`src/rtl/vector_instruction_sequencer.sv`:
```
// Multi-cycle LOAD/STORE/ADD/MUL controller for the 4 x 512-bit vector datapath.
// Define SEQ_STATS_EN to add the retired_count / mul_count statistics outputs.
module vector_instruction_sequencer #(
  parameter int         MEM_ADDR_W     = 9,
  parameter int         REG_ADDR_W     = 2,
  parameter int         MEM_RD_LATENCY = 1,
  parameter logic [1:0] ALU_OP_ADD     = 2'b00,
  parameter logic [1:0] ALU_OP_MUL     = 2'b01
) (
  input  logic                  clk,
  input  logic                  rst,
  input  logic                  instr_valid,
  output logic                  instr_ready,
  input  logic [1:0]            instr_op,
  input  logic [REG_ADDR_W-1:0] instr_dst,
  input  logic [REG_ADDR_W-1:0] instr_src_a,
  input  logic [REG_ADDR_W-1:0] instr_src_b,
  input  logic [MEM_ADDR_W-1:0] instr_mem_addr,
  output logic [REG_ADDR_W-1:0] rf_read_a_addr,
  output logic [REG_ADDR_W-1:0] rf_read_b_addr,
  output logic [REG_ADDR_W-1:0] rf_write_addr,
  output logic                  rf_write_en,
  output logic [1:0]            rf_write_sel,
  output logic [MEM_ADDR_W-1:0] mem_addr,
  output logic                  mem_write_en,
  output logic [1:0]            alu_opcode,
  output logic                  alu_capture,
  output logic                  busy,
  output logic                  done
`ifdef SEQ_STATS_EN
  ,
  output logic [15:0]           retired_count,
  output logic [15:0]           mul_count
`endif
);

  localparam logic [1:0] OP_LOAD  = 2'b00;
  localparam logic [1:0] OP_STORE = 2'b01;
  localparam logic [1:0] OP_MUL   = 2'b11;
  localparam logic [2:0] LAT_LAST = 3'(MEM_RD_LATENCY - 1);

  typedef enum logic [2:0] {
    S_IDLE   = 3'd0,
    S_MEM_RD = 3'd1,
    S_MEM_WR = 3'd2,
    S_EXEC   = 3'd3,
    S_WB_LO  = 3'd4,
    S_WB_HI  = 3'd5,
    S_DONE   = 3'd6
  } state_t;

  state_t                  state_r, state_nxt_s;
  logic [1:0]              op_r;
  logic [REG_ADDR_W-1:0]   dst_r, src_a_r, src_b_r;
  logic [MEM_ADDR_W-1:0]   mem_addr_r;
  logic [1:0]              alu_op_r;
  logic [2:0]              lat_cnt_r;
  logic                    accept_s;
  logic                    wen_s, mwe_s, cap_s, done_s;
  logic [1:0]              sel_s;
  logic [REG_ADDR_W-1:0]   waddr_s;

  assign instr_ready = (state_r == S_IDLE) && !rst;
  assign accept_s    = instr_valid && instr_ready;

  // State register, latched instruction fields and memory read wait counter
  always_ff @(posedge clk) begin
    if (rst) begin
      state_r    <= S_IDLE;
      op_r       <= 2'b00;
      dst_r      <= '0;
      src_a_r    <= '0;
      src_b_r    <= '0;
      mem_addr_r <= '0;
      alu_op_r   <= 2'b00;
      lat_cnt_r  <= 3'd0;
    end else begin
      state_r <= state_nxt_s;
      if (accept_s) begin
        op_r       <= instr_op;
        dst_r      <= instr_dst;
        src_a_r    <= instr_src_a;
        src_b_r    <= instr_src_b;
        mem_addr_r <= instr_mem_addr;
        lat_cnt_r  <= 3'd0;
        // alu_opcode only moves for ALU instructions and otherwise holds
        if (instr_op == OP_MUL) alu_op_r <= ALU_OP_MUL;
        else if (instr_op != OP_LOAD && instr_op != OP_STORE) alu_op_r <= ALU_OP_ADD;
        else alu_op_r <= alu_op_r;
      end else if (state_r == S_MEM_RD) begin
        lat_cnt_r <= lat_cnt_r + 3'd1;
      end else begin
        lat_cnt_r <= lat_cnt_r;
      end
    end
  end

  // Next-state and Moore strobe decode
  always_comb begin
    state_nxt_s = state_r;
    wen_s       = 1'b0;
    mwe_s       = 1'b0;
    cap_s       = 1'b0;
    done_s      = 1'b0;
    sel_s       = 2'b00;
    waddr_s     = dst_r;
    case (state_r)
      S_IDLE: begin
        if (accept_s) begin
          case (instr_op)
            OP_LOAD:  state_nxt_s = S_MEM_RD;
            OP_STORE: state_nxt_s = S_MEM_WR;
            default:  state_nxt_s = S_EXEC;
          endcase
        end else begin
          state_nxt_s = S_IDLE;
        end
      end
      S_MEM_RD: begin
        if (lat_cnt_r == LAT_LAST) state_nxt_s = S_WB_LO;
        else state_nxt_s = S_MEM_RD;
      end
      S_MEM_WR: begin
        mwe_s       = 1'b1;
        state_nxt_s = S_DONE;
      end
      S_EXEC: begin
        cap_s       = 1'b1;
        state_nxt_s = S_WB_LO;
      end
      S_WB_LO: begin
        wen_s       = 1'b1;
        sel_s       = (op_r == OP_LOAD) ? 2'b00 : 2'b01;
        state_nxt_s = (op_r == OP_MUL) ? S_WB_HI : S_DONE;
      end
      S_WB_HI: begin
        wen_s       = 1'b1;
        sel_s       = 2'b10;
        waddr_s     = dst_r + REG_ADDR_W'(1);
        state_nxt_s = S_DONE;
      end
      S_DONE: begin
        done_s      = 1'b1;
        state_nxt_s = S_IDLE;
      end
      default: state_nxt_s = S_IDLE;
    endcase
  end

  // Strobes are suppressed while rst is high so an aborted instruction writes nothing
  assign rf_write_en    = wen_s & ~rst;
  assign mem_write_en   = mwe_s & ~rst;
  assign alu_capture    = cap_s & ~rst;
  assign done           = done_s & ~rst;
  assign rf_write_sel   = sel_s;
  assign rf_write_addr  = waddr_s;
  assign rf_read_a_addr = src_a_r;
  assign rf_read_b_addr = src_b_r;
  assign mem_addr       = mem_addr_r;
  assign alu_opcode     = alu_op_r;
  assign busy           = (state_r != S_IDLE);

`ifdef SEQ_STATS_EN
  // Retirement statistics, both counters wrap at 16 bits
  always_ff @(posedge clk) begin
    if (rst) begin
      retired_count <= 16'd0;
      mul_count     <= 16'd0;
    end else if (state_r == S_DONE) begin
      retired_count <= retired_count + 16'd1;
      if (op_r == OP_MUL) mul_count <= mul_count + 16'd1;
      else mul_count <= mul_count;
    end else begin
      retired_count <= retired_count;
      mul_count     <= mul_count;
    end
  end
`endif

endmodule
```
`config.mk`:
```
export PLATFORM = sky130hd
export DESIGN_NAME = vector_instruction_sequencer
export DESIGN_NICKNAME = d
export VERILOG_FILES = /design/src/rtl/vector_instruction_sequencer.sv
export SDC_FILE = /design/constraint.sdc
export NUM_CORES = 1
export LEC_CHECK = 0
export CAP_MARGIN = 20
export CORE_ASPECT_RATIO = 1.25
export CORE_MARGIN = 8
export CORE_UTILIZATION = 39
export CTS_CLUSTER_SIZE = 24
export DETAILED_ROUTE_END_ITERATION = 16
export HOLD_SLACK_MARGIN = 0.05
export PLACE_DENSITY_LB_ADDON = 0.08
export SLEW_MARGIN = 20
export SYNTH_ARGS = -nofsm -noshare
export SYNTH_HDL_FRONTEND = slang
export SYNTH_SLANG_ARGS = --single-unit
```
`constraint.sdc`:
```
create_clock -name clk -period 1.2 [get_ports clk]
set_input_delay 0.12 -clock clk [delete_from_list [all_inputs] [get_ports clk]]
set_output_delay 0.12 -clock clk [all_outputs]
set_load 0.1 [all_outputs]
```
==> results <==
==> logic make-up after synthesis <==
logic type	Yosys count	share of synthesized area (%)
xor+xnor	4	3.01
fa+ha+maj	2	2.15
other cells	1	0.322
flops	24	41.3
simple gates	60	31.7
buf+inv	17	8.06
mux	1	0.860
compound gates	26	12.6
==> how the worst min path moves through the flow <==
stage / from / endpoint / slack [ns] / cells after the start
global placement: op_r[0] / op_r[0] / 0.48 / 2
floorplan: instr_op[1] / alu_opcode[0] / 0.25 / 2
finish: instr_mem_addr[2] / mem_addr[2] / 0.35 / 3
global route: instr_src_a[1] / rf_read_a_addr[1] / 0.35 / 3
CTS: instr_dst[1] / dst_r[1] / 0.35 / 3
detailed placement: op_r[0] / op_r[0] / 0.48 / 2
==> cells in the mapped netlist, drive strengths merged (3+ instances only) <==
library cell / instances / area share, %
dfxtp: 24 / 41
nand2: 3 / 0.97
nor3: 5 / 2.2
xnor2: 3 / 2.3
nor2: 3 / 0.97
inv: 4 / 1.3
nand3: 18 / 7.7
o21ai: 18 / 7.7
nand2b: 18 / 9.7
buf: 8 / 5.2
clkbuf: 5 / 1.6
==> flip-flops by register name, summed over array words and instances, names as in the netlist <==
name / count
alu_opcode: 1
state_r: 3
rf_read_a_addr: 2
lat_cnt_r: 3
op_r: 2
rf_read_b_addr: 2
mem_addr: 9
dst_r: 2
==> stage by stage <==
step                      instance area [um2]  total power [uW]  TNS (ns)  std cells  hold WS (ns)
after detailed placement                 2070              3100     -8.21        221         0.480
after global routing                     2480              4130    -10.95        242         0.354
after global placement                   2070              3080     -7.89        221         0.480
after floorplan                          1330              2380     -3.94        135         0.248
after CTS                                2350              3840     -6.79        236         0.352
final                                    2480              3990     -8.95        242         0.352
==> routing by layer <==
layer / share of wire, % / wire (um)
met1: 36 / 1560
met2: 57 / 2460
met3: 5.8 / 250
met4: 1.8 / 76
met5: 0 / 0
==> what timing repair did <==
| item | CTS | global route |
|---|---|---|
| setup endpoints to repair | 34 | 34 |
| hold endpoints to repair | 0 | 0 |
| gates cloned | 4 | 0 |
| resized for setup | 38 | 25 |
| hold buffers | 0 | 0 |
| buffers inserted | 7 | 7 |
| pin swaps | 17 | 14 |
==> final cells by class <==
class / instances / area share, %
Timing Repair Buffer: 77 / 41.0
Multi-Input combinational cell: 97 / 35.3
Sequential cell: 24 / 19.9
Tap cell: 36 / 1.82
Clock buffer: 4 / 1.46
Inverter: 4 / 0.605
==> critical path, stage by stage, from the launching register on <==
cell	delay, ns
dfxtp_4	0.39
buf_6	0.12
nor2b_4	0.14
and2_4	0.19
xor2_4	0.15
buf_12	0.19
==> power by group through the flow <==
stage                     registers (uW)  logic, uW  clock network (uW)
after floorplan                     1480        897                   0
after global placement              1050       2030                   0
after detailed placement            1050       2050                   0
after CTS                           1040       2370                 433
after global routing                1060       2600                 473
final                               1040       2520                 436
==> summary.md <==
| Metric | Value |
|---|---|
| Status | finished with violations |
| Failing checks | negative setup slack |
| Crit path to | rf_write_addr[0] |
| R2r worst-path depth | 7 |
| Critical path origin | state_r[1] |
| Fmax achieved | 0.616 GHz |
| Cell Area, Synth | 1160 um2 |
| Clk pwr share | 10.9% |
| M1 GR Usage | 15.6% |
| Syn Area/Cell | 8.62 um2 |
| Final slew viol count | 0 |
| VDD IR max | 0.00136 V |
| Commonest non-fill, non-tap cell in the layout | buf_12 |
| Sw frac | 45.2% |
| Grt peak-use layer | met2 |
| CP Data Arrival Time | 1.50 ns |
| Reg2Reg Capture Point | lat_cnt_r[1] |
| Vias | 1,300 |
| Pin count of the biggest net entering global routing | 19 |
| Combinational Power Share | 63.0% |
| Synth Flop Type | dfxtp_1 |
| Final hold vios | 0 |
| Async SR Flop Fraction | 0% |
| Psw | 1800 uW |
| Effective utilization at floorplan | 40.3% |
| Fill count | 142 |
| Area of the die | 5000 um2 |
| Worst Setup Start Kind | register |
| Num ports | 45 |
| Worst EP required | 1.08 ns |
| Leakage | 0.000960 uW |
| DR pass1 iterations | 4 |
| Post-DRT Antenna Nets | 0 |
| Share of cells above drive strength 1 | 53.4% |
| Sink Count | 24 |
| Hold WC Path Type | in2reg |
| Power Density | 1610 nW/um2 |
| Vias per cell | 5.37 |
| Die H | 77.1 um |
| Tmin final | 1.62 ns |
| Max Cap Viol | 0 |
| # setup viols final | 34 |
| Die Wd | 64.9 um |
| Area of the multi-input gates | 875 um2 |
| Reg power frac | 26.1% |
| Seq/Total Area, Yosys | 41.3% |
| CTS Buf Count | 3 |
| RSZ-0062 raised after global routing | yes |
| DRT iter0 DRCs | 42 |
| Worst skew pair latency | 0.32 ns |
| Rows | 22 |
| Synth Net Count | 157 |
| Overall global routing resource usage | 16.4% |
| Clk_skew | 0.00501 ns |
| Highest-count cells in the layout ignoring fill and taps | buf_12 (24), dfxtp_1 (20), buf_6 (20) |
| Port Buffers | 43 |
| R2R Path Start | state_r[1] |
| CTS root buffer | clkbuf_4 |
| Area Growth Syn to Fin | 113% |
| H-tree levels | 1 |
| Ant. Diodes | 0 |
| # DRC | 0 |
| Flops & latches, synth | 24 |
| Layout Nets | 229 |
| Critical Setup Path Class | reg2out |
| Core Area | 2890 um2 |
| Gpl congestion | 0.817 |
| Initial antenna violation count | 0 |
| Vias in the first global route | 1,479 |
| Clk pin slew, worst setup/hold paths | 0.14 ns |
| Int Power | 2190 uW |
| Synth Warn # | 0 |
| Final Cycle Share | 135% |
| Worst-path fanout max | 4 |
| Dpl ws | -0.352 ns |
| DR WL/cell | 17.9 um |
| CTS tree | done |
| GR Overflow Total | 0 |
| Final worst slack | -0.424 ns |
| Clk buf depth | 2 |
| Util after Layout | 85.8% |
| Yosys cell types | 34 |
| R2r setup slk | -0.34 ns |
| Drt total wl | 4340 um |
| FF+latch area | 493 um2 |
| Critical Path End Type | output pin |
| First-pass GRT wire length | 6770 um |
| M3 GR Usage | 6.10% |
| GRT met2 Usage | 31.1% |
| Mapped Cells | 135 |
| Number of synthesized flops with an enable pin | 0 |
| Dpl hpwl | 2570 um |
Power figures use the tool's default switching activity.
